--- config.mk ---
export PLATFORM = sky130hd
export DESIGN_NAME = filtr_sched
export DESIGN_NICKNAME = d
export VERILOG_FILES = /design/src/rtl/filtr_sched.sv
export SDC_FILE = /design/constraint.sdc
export NUM_CORES = 1
export LEC_CHECK = 0
export ABC_AREA = 0
export BUFFER_PORTS_ARGS = -buffer_cell sky130_fd_sc_hd__buf_2
export CORE_AREA = 5 5 104 106
export CTS_CLUSTER_SIZE = 30
export DETAILED_ROUTE_END_ITERATION = 6
export DIE_AREA = 0 0 109 111
export PLACE_DENSITY = 0.75
export SLEW_MARGIN = 10
export SYNTH_ARGS = -nofsm -noshare
export SYNTH_HDL_FRONTEND = slang
export SYNTH_SLANG_ARGS = --single-unit
--- constraint.sdc ---
create_clock -name clk -period 1.9 [get_ports clk]
set_input_delay 0.38 -clock clk [delete_from_list [all_inputs] [get_ports clk]]
set_output_delay 0.38 -clock clk [all_outputs]
set_load 0.005 [all_outputs]
--- src/rtl/filtr_sched.sv ---
// Sequencer for a cascade of notch stages: one sample in, N_STAGES trig/done rounds, one result out.
// Optional FILTR_SCHED_BYPASS_EN adds a per-sample bypass_mask that skips selected stages.
module filtr_sched #(
   parameter int N_STAGES    = 2,
   parameter int DATA_SIZE   = 24,
   parameter int HOLD_CYCLES = 4,
   parameter int TIMEOUT     = 16
) (
   input  logic                            clk,
   input  logic                            reset,
   input  logic [DATA_SIZE-1:0]            in_data,
   input  logic                            in_valid,
`ifdef FILTR_SCHED_BYPASS_EN
   input  logic [N_STAGES-1:0]             bypass_mask,
`endif
   output logic                            in_ready,
   output logic [DATA_SIZE-1:0]            out_data,
   output logic                            out_valid,
   input  logic                            out_ready,
   output logic [DATA_SIZE-1:0]            stage_data_in,
   output logic [N_STAGES-1:0]             stage_trig,
   input  logic [N_STAGES-1:0]             stage_done,
   input  logic [N_STAGES*DATA_SIZE-1:0]   stage_data_out,
   input  logic                            clr_err,
   output logic                            timeout_err,
   output logic [$clog2(N_STAGES):0]       err_stage
);

   // state  | meaning
   // S_IDLE | waiting for a sample (and for the previous result to drain)
   // S_TRIG | one-cycle sample_trig to stage idx (or skip if bypassed)
   // S_WAIT | waiting for stage_done[idx], watchdog running
   // S_HOLD | keep data_in stable while the stage finishes; capture result
   // S_NEXT | advance to next stage or publish the result
   typedef enum logic [2:0] {S_IDLE, S_TRIG, S_WAIT, S_HOLD, S_NEXT} state_t;

   localparam int IW = $clog2(N_STAGES) + 1;
   localparam int TW = $clog2(TIMEOUT);
   localparam int CW = $clog2(HOLD_CYCLES) + 1;

   state_t               state;
   logic [IW-1:0]        idx;
   logic [IW-1:0]        nxt_idx;
   logic [TW-1:0]        timer;
   logic [CW-1:0]        cnt;
   logic [DATA_SIZE-1:0] data_reg;
   logic [DATA_SIZE-1:0] res_reg;
   logic [DATA_SIZE-1:0] sel_data;
   logic                 sel_done;
   logic                 sel_mask;
   logic [N_STAGES-1:0]  trig_onehot;
`ifdef FILTR_SCHED_BYPASS_EN
   logic [N_STAGES-1:0]  mask_reg;
`endif

   assign in_ready      = (state == S_IDLE) && !out_valid;
   assign stage_data_in = data_reg;
   assign nxt_idx       = (state == S_IDLE) ? '0 : idx + IW'(1);

   // Loop-based selects keep idx width independent of N_STAGES.
   always_comb begin
      sel_done    = 1'b0;
      sel_data    = '0;
      sel_mask    = 1'b0;
      trig_onehot = '0;
      for (int k = 0; k < N_STAGES; k++) begin
         if (idx == IW'(k)) begin
            sel_done = stage_done[k];
            sel_data = stage_data_out[k*DATA_SIZE +: DATA_SIZE];
`ifdef FILTR_SCHED_BYPASS_EN
            sel_mask = mask_reg[k];
`endif
         end
`ifdef FILTR_SCHED_BYPASS_EN
         if (nxt_idx == IW'(k))
            trig_onehot[k] = !((state == S_IDLE) ? bypass_mask[k] : mask_reg[k]);
`else
         if (nxt_idx == IW'(k))
            trig_onehot[k] = 1'b1;
`endif
      end
   end

   always_ff @(posedge clk) begin
      if (!reset) begin
         state       <= S_IDLE;
         idx         <= '0;
         timer       <= '0;
         cnt         <= '0;
         data_reg    <= '0;
         res_reg     <= '0;
         out_data    <= '0;
         out_valid   <= 1'b0;
         stage_trig  <= '0;
         timeout_err <= 1'b0;
         err_stage   <= '0;
`ifdef FILTR_SCHED_BYPASS_EN
         mask_reg    <= '0;
`endif
      end else begin
         stage_trig <= '0;
         if (clr_err) begin
            timeout_err <= 1'b0;
            err_stage   <= '0;
         end
         if (out_valid && out_ready)
            out_valid <= 1'b0;
         case (state)
            S_IDLE: begin
               if (in_valid && in_ready) begin
                  data_reg   <= in_data;
                  idx        <= '0;
                  stage_trig <= trig_onehot;
`ifdef FILTR_SCHED_BYPASS_EN
                  mask_reg   <= bypass_mask;
`endif
                  state      <= S_TRIG;
               end
            end
            S_TRIG: begin
               timer <= '0;
               if (sel_mask) begin
                  res_reg <= data_reg;
                  state   <= S_NEXT;
               end else begin
                  state <= S_WAIT;
               end
            end
            S_WAIT: begin
               if (sel_done) begin
                  cnt   <= '0;
                  state <= S_HOLD;
               end else if (timer == TW'(TIMEOUT-1)) begin
                  // Hung stage: pass its input through and flag it.
                  timeout_err <= 1'b1;
                  err_stage   <= idx;
                  res_reg     <= data_reg;
                  state       <= S_NEXT;
               end else begin
                  timer <= timer + TW'(1);
               end
            end
            S_HOLD: begin
               if (cnt == '0)
                  res_reg <= sel_data;
               if (cnt == CW'(HOLD_CYCLES-1))
                  state <= S_NEXT;
               else
                  cnt <= cnt + CW'(1);
            end
            S_NEXT: begin
               data_reg <= res_reg;
               if (idx == IW'(N_STAGES-1)) begin
                  out_data  <= res_reg;
                  out_valid <= 1'b1;
                  state     <= S_IDLE;
               end else begin
                  idx        <= idx + IW'(1);
                  stage_trig <= trig_onehot;
                  state      <= S_TRIG;
               end
            end
            default: state <= S_IDLE;
         endcase
      end
   end

endmodule

==> reports/metrics.cfg <==
[run_status]
status = finished, final reports clean

[setup_path]
crit_fanout = 7
r2r_slack_ns = 0.04
path_cells = inv_2, ha_4, and3b_2, nand4bb_4, and2_4, clkbuf_16, o31ai_2
reg2regPathDepth = 7
worst_setup_path_start_kind = flip-flop
crit_path_end_kind = flip-flop
cp_slowest_stage_delay_ns = 0.39
path_class = reg2reg
r2r-end = res_reg[6]$_SDFFE_PN0P_
cp.required_ns = 2.16
crit_arrival_ns = 2.12
r2r-start = idx[0]$_SDFFE_PN0P_
worst_path_max_delay_cell = dfxtp_4

[clock_network]
cts_htree_levels = 3
insertion_delay_ns = 0.35
path_clk_slew_ns = 0.09
hold_buffers = 0
cts_tree = done
cts_made_buffers = 9
clockBufferDepth = 2
cts.sinks = 90
root_buffer = clkbuf_8

[detailed_routing]
ant_nets = 0
via_per_inst = 5.55
drc = 0
avgRoutedWirePerCell_um = 16.5
initialDrtViolationCount = 275
vias = 4333
wl_um = 12900
dr.pass1.iters = 5

[floorplan]
die_w_um = 109
die_h_um = 111
initial_core_util_pct = 44.8
core_sq_mm = 0.00968
row_count = 36
pin_count = 134
die-area_sq_mm = 0.0121

[logic_synthesis]
synth_fp_nets = 606
synth-edff-count = 0
yosysTopAreaCellShare_pct = 41.6
synth_seq_cells = 90
synthArstFlopShare_pct = 0
ys_top_cells_by_area = dfxtp_1 (42%), a21oi_1 (9.7%), o21ai_0 (7.5%)
synth_flop_cell = dfxtp_1
yosysWarningCount = 0
synth_area_sq_mm = 0.00434
yosys.area.top_type = dfxtp_1
ys_types = 44
ys_seq_area_share_pct = 41.6
syn_avg_cell_area_sq_um = 8.32
synthesis.instances = 521

[final_layout]
final_core_util_pct = 56.8
fin_nets = 728
antenna-diode-count = 0
seqCellArea_sq_mm = 0.00181
final_common_cell = buf_2
layout_common_cells = buf_2 (133), dfxtp_1 (88), a21oi_1 (84), nand2_1 (77), o21ai_0 (65)
area_delta_synth_final_pct = 26.8
multiInputGateArea_sq_mm = 0.00234
num-fill-cells = 880
final_layout_size_suffix_gt1_share_pct = 33.3
finalNonFillerCells = 781

[pwr]
switching_power_uw = 1030
pwr-share-clk_pct = 32.3
share_comb_of_total_power_pct = 14.2
swShare_pct = 27.5
power.share.sequential_pct = 53.5
intPower_uw = 2710
ir_drop_mv = 0.419
power.density_mw_per_mm2 = 679
p_leak_uw = 0.00237

[global_route]
grt_use_total_pct = 20.7
grt_pass1_wl_um = 20300
overflow = 0
antenna_found_initial = 0
grt_max_degree = 42
grt_pass1_vias = 4149

[min_path]
hp-class = in2reg
hold_end = out_valid$_SDFF_PN0_
whs_path_depth = 3
hp-start = out_ready

[timing]
max_slew_margin_pct = 73.1
post-route-min-period_ns = 1.86
finClkSkew_ns = 0.0158
fmax_mhz = 538
post-route-period-util_pct = 97.9
setup_viol = 0
tightest_slew_ns = 0.394
drv_slew = 0
hold_violations = 0

[run]
drv_cap = 0

[placed_design]
gp_congestion = 0.818
place_inst = 763
portBuffers = 133
hpwl_um = 9220

==> metal layers <==
metal | up-vias | global-route usage [%] | part of all wire [%]
met5 | - | 0 | 0
met4 | 0 | 6.73 | 1.6
met3 | 18 | 3.09 | 6.7
met2 | 180 | 34.7 | 49
met1 | 2017 | 26.9 | 43
li1 | 2118 | - | -
==> kinds of logic (layout without fill, tap and decap cells) <==
kind of cell	Yosys count	in the layout	synth area share, %
compound gates	196	196	27.4
fa+ha+maj	6	6	1.73
buf+inv	61	188	6.58
flops	90	90	41.6
mux	24	24	5.54
simple gates	144	144	17.2
==> stage by stage <==
| step | setup slack (ns) | hold WS [ns] | power, uW | cell area [sq um] | TNS, ns |
|---|---|---|---|---|---|
| CTS | 0.00237 | 0.286 | 3740 | 5360 | 0 |
| floorplan | 0.0116 | 0.434 | 2330 | 4340 | 0 |
| finish | 0.0406 | 0.304 | 3730 | 5500 | 0 |
| global placement | 0.106 | 0.439 | 2530 | 5180 | 0 |
| detailed placement | 0.0312 | 0.447 | 2550 | 5180 | 0 |
| global route | -0.00991 | 0.313 | 3900 | 5500 | -0.0527 |
==> worst max path at each step <==
stage	start	to	slack (ns)	cells past startpoint
floorplan	idx[0]$_SDFFE_PN0P_	res_reg[10]$_SDFFE_PN0P_	0.01	10
global placement	idx[0]$_SDFFE_PN0P_	res_reg[8]$_SDFFE_PN0P_	0.11	7
detailed placement	idx[1]$_SDFFE_PN0P_	res_reg[6]$_SDFFE_PN0P_	0.03	7
CTS	idx[0]$_SDFFE_PN0P_	res_reg[6]$_SDFFE_PN0P_	0.002	7
global route	idx[0]$_SDFFE_PN0P_	res_reg[23]$_SDFFE_PN0P_	-0.01	7
finish	idx[0]$_SDFFE_PN0P_	res_reg[6]$_SDFFE_PN0P_	0.04	7
==> final cells by class <==
cell class                      instances  share of cell area (%)
Clock inverter                          5                   0.728
Tap cell                              133                    3.03
Timing Repair Buffer                  162                    17.7
Clock buffer                           11                    2.57
Inverter                               10                   0.683
Multi-Input combinational cell        370                    42.5
Sequential cell                        90                    32.9
==> power by group through the flow <==
stage	combinational, uW	clock [uW]	sequential, uW
final	531	1200	2000
after global routing	588	1310	2000
after CTS	513	1230	2000
after detailed placement	511	0	2040
after global placement	497	0	2040
after floorplan	304	0	2030
==> critical path: cells and delay by family, from the launching register on <==
family | cells | cell delay, ns
adders and majority gates | 1 | 0.16
DFF | 1 | 0.39
AOI/OAI and AO/OA | 1 | 0.24
and+or+nand+nor | 3 | 0.74
buffers and inverters | 2 | 0.24
==> cells in the mapped netlist, types with 3 or more instances <==
cell type,number
a21oi_1,84
and3_1,3
buf_2,9
buf_4,4
buf_6,4
clkbuf_1,34
dfxtp_1,90
ha_1,6
inv_1,10
mux2i_1,24
nand2_1,77
nand3_1,8
nand3b_1,3
nand4_1,25
nor2_1,6
nor3_1,3
o211ai_1,4
o21ai_0,65
o21ai_1,8
o31ai_1,5
o31ai_2,20
==> repair_timing <==
item | 4_1_cts | 5_1_grt
gates cloned | 0 | 1
pin swaps | 0 | 4
setup endpoints to repair | 4 | 28
resized for setup | 1 | 21
setup buffers | 0 | 1
(Power assumes the default switching activity.)
